==> src/rtl/sha256_msg_feeder.sv <==
// SHA-256 message feeder: buffers 32-bit big-endian message words, applies padding and
// the 64-bit length field, and sequences 512-bit blocks through an external round core.
module sha256_msg_feeder (
  input  logic         clk,
  input  logic         rst_n,
  input  logic [31:0]  in_data,
  input  logic         in_valid,
  input  logic         in_last,
  input  logic [2:0]   in_nbytes,
  output logic         in_ready,
  output logic [255:0] core_H_in,
  output logic [511:0] core_M_in,
  output logic         core_start,
  input  logic [255:0] core_H_out,
  input  logic         core_done,
  output logic [255:0] digest,
  output logic         digest_valid,
  output logic         busy
);

  localparam logic [255:0] IV =
    256'h6a09e667_bb67ae85_3c6ef372_a54ff53a_510e527f_9b05688c_1f83d9ab_5be0cd19;

  typedef enum logic [1:0] {FILL, PADZ, HASH, WAIT} state_t;

  state_t         state;
  logic [31:0]    blk [16];
  logic [3:0]     widx;
  logic [4:0]     used;
  logic [63:0]    byte_cnt;
  logic [255:0]   chain;
  logic           first_blk;
  logic           pad80_pend;
  logic           fin;
  logic           pad_pend;
  logic [2:0]     nb;
  logic [31:0]    last_word;
  logic [63:0]    bit_len;

  // Final word: keep the valid bytes, drop in the 0x80 marker, zero everything after it.
  always_comb begin
    nb = (in_nbytes > 3'd4) ? 3'd4 : in_nbytes;
    case (nb)
      3'd0:    last_word = 32'h8000_0000;
      3'd1:    last_word = {in_data[31:24], 24'h80_0000};
      3'd2:    last_word = {in_data[31:16], 16'h8000};
      3'd3:    last_word = {in_data[31:8], 8'h80};
      default: last_word = in_data;
    endcase
    bit_len = {byte_cnt[60:0], 3'b000};
  end

  always_comb begin
    core_M_in = '0;
    for (int i = 0; i < 16; i++) core_M_in[511 - 32*i -: 32] = blk[i];
  end

  assign in_ready  = (state == FILL);
  assign core_H_in = first_blk ? IV : chain;

  always_ff @(posedge clk or negedge rst_n) begin
    if (!rst_n) begin
      state        <= FILL;
      for (int i = 0; i < 16; i++) blk[i] <= '0;
      widx         <= '0;
      used         <= '0;
      byte_cnt     <= '0;
      chain        <= '0;
      first_blk    <= 1'b1;
      pad80_pend   <= 1'b0;
      fin          <= 1'b0;
      pad_pend     <= 1'b0;
      core_start   <= 1'b0;
      digest       <= '0;
      digest_valid <= 1'b0;
      busy         <= 1'b0;
    end else begin
      core_start   <= 1'b0;
      digest_valid <= 1'b0;
      case (state)
        FILL: begin
          if (in_valid) begin
            busy <= 1'b1;
            if (!in_last) begin
              blk[widx] <= in_data;
              byte_cnt  <= byte_cnt + 64'd4;
              if (widx == 4'd15) begin
                fin        <= 1'b0;
                core_start <= 1'b1;
                state      <= HASH;
              end else begin
                widx <= widx + 4'd1;
              end
            end else begin
              blk[widx] <= last_word;
              byte_cnt  <= byte_cnt + {61'd0, nb};
              // A full final word pushes the marker into the next word, or the next block.
              if (nb != 3'd4) begin
                used <= {1'b0, widx} + 5'd1;
              end else if (widx == 4'd15) begin
                pad80_pend <= 1'b1;
                used       <= 5'd16;
              end else begin
                blk[widx + 4'd1] <= 32'h8000_0000;
                used             <= {1'b0, widx} + 5'd2;
              end
              state <= PADZ;
            end
          end
        end
        PADZ: begin
          for (int i = 0; i < 16; i++) begin
            if (5'(i) >= used) blk[i] <= '0;
          end
          if (used <= 5'd14) begin
            blk[14] <= bit_len[63:32];
            blk[15] <= bit_len[31:0];
            fin     <= 1'b1;
          end else begin
            fin      <= 1'b0;
            pad_pend <= 1'b1;
          end
          core_start <= 1'b1;
          state      <= HASH;
        end
        HASH: state <= WAIT;
        WAIT: begin
          if (core_done) begin
            chain     <= core_H_out;
            first_blk <= 1'b0;
            if (fin) begin
              digest       <= core_H_out;
              digest_valid <= 1'b1;
              byte_cnt     <= '0;
              first_blk    <= 1'b1;
              fin          <= 1'b0;
              busy         <= 1'b0;
              widx         <= '0;
              state        <= FILL;
            end else if (pad_pend) begin
              for (int i = 1; i < 14; i++) blk[i] <= '0;
              blk[0]     <= pad80_pend ? 32'h8000_0000 : 32'h0;
              blk[14]    <= bit_len[63:32];
              blk[15]    <= bit_len[31:0];
              pad_pend   <= 1'b0;
              pad80_pend <= 1'b0;
              fin        <= 1'b1;
              core_start <= 1'b1;
              state      <= HASH;
            end else begin
              widx  <= '0;
              state <= FILL;
            end
          end
        end
        default: state <= FILL;
      endcase
    end
  end

endmodule

==> config.mk <==
export PLATFORM = sky130hd
export DESIGN_NAME = sha256_msg_feeder
export DESIGN_NICKNAME = d
export VERILOG_FILES = /design/src/rtl/sha256_msg_feeder.sv
export SDC_FILE = /design/constraint.sdc
export NUM_CORES = 2
export LEC_CHECK = 0
export ABC_CLOCK_PERIOD_IN_PS = 2700
export CAP_MARGIN = 25
export CORE_AREA = 3 3 516 518
export CTS_BUF_LIST = sky130_fd_sc_hd__clkbuf_4 sky130_fd_sc_hd__clkbuf_8
export CTS_CLUSTER_SIZE = 24
export DETAILED_ROUTE_END_ITERATION = 8
export DIE_AREA = 0 0 519 521
export PLACE_DENSITY = 0.45
export SLEW_MARGIN = 40
export SYNTH_ARGS = -nofsm -noshare
export SYNTH_HDL_FRONTEND = slang
export SYNTH_SLANG_ARGS = --single-unit
==> constraint.sdc <==
create_clock -name clk -period 2.7 [get_ports clk]
set_input_delay 0.27 -clock clk [delete_from_list [all_inputs] [get_ports clk]]
set_output_delay 0.27 -clock clk [all_outputs]
set_load 0.02 [all_outputs]
# == Yosys cells after proc, flatten, opt, wreduce, memory -nomap -nowiden ==
# Index checks and enable logic that the tools add are counted.
# W data, S select, Z words.
# word_totals
ff_bits,1106
latchBits,0
memories,0
input_bits,296
output_inout_bits,1028
ram_bits,0
wordCells,218
rom_bits,0
# op_classes
n_mux,88
addsub,5
bitwise,5
n_shift,0
n_lt_le_gt_ge,22
n_mul,0
eq_ne,37
n_reduce_logical,32
div_mod_pow,0
# ops
operator,count
$mux W512,7
$pmux W512 S3,1
$bwmux W512,2
$mux W32,19
$and A496 B496 Y496,1
$not A496 Y496,1
$mux W64,5
$demux W32 S4,2
$mux W256,1
$pmux W32 S4,1
$pmux W64 S2,1
$reduce_and A6 Y1,17
$add A64 B3 Y64,1
$add A64 B3 Y64 const B,1
$ne A2 B2 Y1 const B,24
$ge A4 B5 Y1 const A,8
$mux W1,27
$mux W4,6
$ge A3 B5 Y1 const A,4
$or A16 B16 Y16,1
$mux W2,6
$ne A3 B3 Y1 const B,4
$ge A1 B5 Y1 const A,2
$ge A2 B5 Y1 const A,2
other kinds (31),45

# == Logic depth before layout (Yosys ltp) ==
# logic_depth
word_depth,13
mapped_depth,13
ltp_nobuf,9

# == Worst setup path before layout ==
# No wires, ideal clock.
# synth_path
path_kind,in2reg
startpoint,in in_nbytes[2]
endpoint,reg byte_cnt[58]
slack_ps,-324
arrival_time_ps,2945
path_stages,11
path_buffers,3
setup_time_ps,78
t_required_ps,2622
path_cell_list,clkbuf_1 inv_1 clkbuf_1 nand2_1 fa_1 nor2b_1 o21ai_0 or4_4 buf_6 or4b_1 a21oi_1
# synth_between
elab_chain_len,6
# synth_lines
element,line_no,text
"start, declared",9,"input logic [2:0] in_nbytes,"
$gt A3 B3 Y1,42,nb = (in_nbytes > 3'd4) ? 3'd4 : in_nbytes;
$mux W3 *,42,
$add A64 B3 Y64 *,96,"byte_cnt <= byte_cnt + {61'd0, nb};"
$mux W64 *,84,if (!in_last) begin
$mux W64 *,82,if (in_valid) begin
$pmux W64 S2 *,80,case (state)
"end signal, assigned",86,byte_cnt <= byte_cnt + 64'd4;
"end signal, assigned",96,
"end, declared",30,logic [63:0] byte_cnt;
# Mark *: on every way between the ends. The rest lies on a longest branch, timed or not. The select of a mux whose other input is x is not followed.
# A chain may end at the register's enable or synchronous reset.

# == Worst setup path after layout ==
# layout_path
startpoint,reg first_blk
endpoint,out core_H_in[59]
# layout_between
elab_chain_len,1
# layout_lines
element,line_no,text
"start, declared",32,logic first_blk;
"start signal, assigned",69,first_blk <= 1'b1;
"start signal, assigned",130,first_blk <= 1'b0;
"start signal, assigned",135,first_blk <= 1'b1;
$mux W256,59,assign core_H_in = first_blk ? IV : chain;
"end, declared",11,"output logic [255:0] core_H_in,"
# Every way passes these cells.

==> results by group <==
Detailed routing
  – Initial drt markers: 3321
  – Final antenna-violating net count: 0
  – Via density: 4.32
  – DRC viols: 0
  – DR WL/cell: 26.7 um
  – TritonRoute pass-1 iters: 5
  – DR vias: 44300
  – Routed wire length: 274 mm

Floorplan
  – Die Span X: 519 um
  – DIE AREA: 270000 sq um
  – Core area: 262000 sq um
  – Chip height: 521 um
  – Initial core utilization: 17.4%
  – IO Count: 1324
  – Std cell rows: 188

Setup path
  – Reg2reg end: byte_cnt[58]
  – Worst Setup Start Kind: flip-flop
  – CP dominant cell by count: buf_16
  – Crit end category: primary output
  – Reg2reg setup slack: 0.10 ns
  – R2R depth: 7
  – Max stage delay cell, worst path: dfstp_4
  – CP max FO: 25
  – CP Class: reg -> out
  – Crit Reg-Reg Startpoint: byte_cnt[1]
  – Crit-path max cell delay: 0.48 ns
  – Worst path arrival time: 2.60 ns
  – Cell Chain, Critical Path: buf_16 > buf_12 > buf_4 > buf_16 > or2_2 > buf_2
  – WP data required: 2.43 ns

Clock network
  – H-tree level count: 4
  – Clock sinks: 1103
  – Max Buffers Root-to-Sink: 3
  – Num CTS Buffers: 210
  – Worst-Skew Late Latency: 0.99 ns
  – CTS tree: built
  – Root cell of the clock tree: clkbuf_8
  – Clk pin slew, worst setup/hold paths: 0.06 ns

Placed design
  – DP HPWL: 206 mm
  – IO buf count: 1323
  – GP Congestion: 0.889
  – DP Worst Slack: -0.496 ns

STA
  – Worst Skew: 0.100 ns
  – Tightest hold margin: 0.142 ns
  – Shortest period the worst path allows: 2.87 ns
  – # setup viols final: 109
  – RSZ-0062 raised after global routing: true
  – Least-Margin Pin Slew: 0.840 ns
  – Max-slew headroom: 43.7%
  – Max frequency: 348 MHz
  – Slew Viols, Final: 0
  – Final Hold Fails: 0
  – Tcrit/Tclk final: 106%
  – Worst Slack Setup Final: -0.174 ns

Final layout
  – Nets: 6865
  – Filler cells: 27900
  – Area growth syn-to-layout: 62.0%
  – Layout cell share with drive strength beyond 1: 17.7%

Synth
  – Synthesized area: 45700 sq um
  – Mapped Cells: 4702
  – Synth cell count leaders: 1745 x nand2_1, 1102 x dfrtp_1, 296 x clkbuf_1
  – Synth area leaders: dfrtp_1 60%, nand2_1 14%, o2bb2ai_1 4.6%, clkbuf_1 2.4%, o21ai_0 2.3%
  – Ys flop type: dfrtp_1
  – Sequential element share of the synthesized area: 60.4%
  – Syn Nets: 5009
  – Synth unique cells: 81
  – Most common cell in the netlist: nand2_1
  – Number of flops mapped to enable cells by yosys: 0
  – Synthesis-stage register bit count: 1103
  – Dominant cell type by area after synthesis: dfrtp_1
  – Synth top area share: 60.3%
  – Syn_area_per_cell: 9.72 sq um
  – Ys async rst share: 100%
  – Synth warn: 0

Global route
  – GRT met3 Usage: 7.06%
  – Initial antenna violation count: 39
  – GRT Total Usage: 19.2%
  – Grt ovf: 0
  – Busiest layer in global routing: met2
  – Largest net degree at the start of global routing: 111
  – Vias in the first global route: 45100
  – Met1 usage in global routing: 22.6%
  – First-pass GRT wire length: 373 mm
  – M2 GR Usage: 32.3%

Status
  – Failing checks: setup timing
  – Status: finished, violations left

Pwr
  – Pwr dens: 1040 nW/um^2
  – Worst VDD drop: 0.000573 V
  – Lkg Pwr: 34.2 nW

Job
  – Total of max-cap violations: 0

Min path
  – HP Class: in -> async
-- per-layer routing --
layer,routed length (um),share of wire [%]
met1,107000,39
met2,132000,48
met3,24900,9.1
met5,85,0.031
met4,9770,3.6
-- worst max-delay path: cells and delay by family (launching register included) --
family | cells | cell delay [ns]
DFF | 1 | 0.48
buffers and inverters | 5 | 0.80
and+or+nand+nor | 1 | 0.35
-- what timing repair did --
action / CTS / global route
resized for setup: 219 / 756
pin swaps: 0 / 11
hold endpoints to repair: 1495 / 0
cloned: 0 / 17
endpoints found under the setup margin: 261 / 266
hold buffers: 259 / 0
buffers inserted: 3 / 29
-- power by group --
part | switching, mW | total, mW | leakage, nW | internal, mW
logic | 21.7 | 35.2 | 17.1 | 13.5
clock network | 8.27 | 18.8 | 2.51 | 10.5
registers | 2.55 | 23.4 | 14.6 | 20.8
-- metrics by stage --
step / TNS, ns / utilization (%) / std cells / power, mW / cell area, sq um
after CTS: -109.74 / 28.1 / 10200 / 77.4 / 73500
after detailed placement: -43.34 / 25.2 / 9555 / 57.9 / 66100
after global routing: -48.91 / 28.2 / 10200 / 81.6 / 74000
after floorplan: -0.0211 / - / 4702 / 37.8 / 45700
after global placement: -50.77 / 25.2 / 9555 / 57.8 / 66100
final: -6.28 / 28.3 / 10300 / 77.4 / 74100
-- cell type report --
type / count / area, sq um / share of cell area [%]
clock inverter: 41 / 614 / 0.830
timing repair buffer: 1976 / 20000 / 27.0
tap: 3515 / 4400 / 5.94
clock buffer: 330 / 4170 / 5.63
antenna: 28 / 70.1 / 0.0946
inverter: 23 / 93.8 / 0.127
sequential: 1103 / 27600 / 37.3
multi-input combinational: 3244 / 17100 / 23.1
-- logic make-up (layout without fill, tap and decap cells) --
family / count (synthesis) / after routing / share of synthesized area, %
buffers and inverters: 355 / 2370 / 2.97
muxes: 25 / 25 / 0.556
xor gates and xnor gates: 19 / 19 / 0.364
other: 0 / 28 / 0
and+or+nand+nor: 2336 / 2336 / 21.9
adders and majority gates: 11 / 11 / 0.317
DFF: 1103 / 1103 / 60.4
AOI/OAI and AO/OA: 853 / 853 / 13.6
-- flip-flops by register name (all words and copies together) (netlist names), 2 cells and up, named ones only --
register   count
state          2
used           5
chain        256
core_M_in    450
widx           4
digest       256
byte_cnt      61
-- placed cells by master (no fill, tap or decap), drive strengths merged, types with 11 or more instances in the layout --
cell type,n
a31oi,17
a22oi,38
o31ai,19
nand4,31
xnor2,13
nand2b,14
mux2i,22
nor2b,128
buf,537
clkdlybuf4s50,1061
nor3,16
clkbuf,393
or3,28
o2bb2ai,240
clkdlybuf4s15,23
nand2,1745
nor4,13
nor2,102
nand3,51
dlygate4sd3,258
and3,19
a32oi,33
inv,28
or2,142
o211ai,11
and2,12
o21a,22
dlymetal6s2s,34
a22o,89
o21ai,212
clkinv,27
dfrtp,1102
a21oi,79
a21o,16
diode,28
-- how the worst max path moves through the flow --
stage	from	to	slack [ns]	cells after the start
after global routing	first_blk	core_H_in[59]	-0.37	6
after global placement	in_nbytes[0]	byte_cnt[58]	-0.52	9
after floorplan	in_nbytes[2]	byte_cnt[58]	-0.02	11
final	first_blk	core_H_in[59]	-0.17	6
after detailed placement	in_nbytes[0]	byte_cnt[58]	-0.50	9
after CTS	first_blk	core_H_in[59]	-0.64	4
Note: power is estimated with default switching activity, not from simulation.
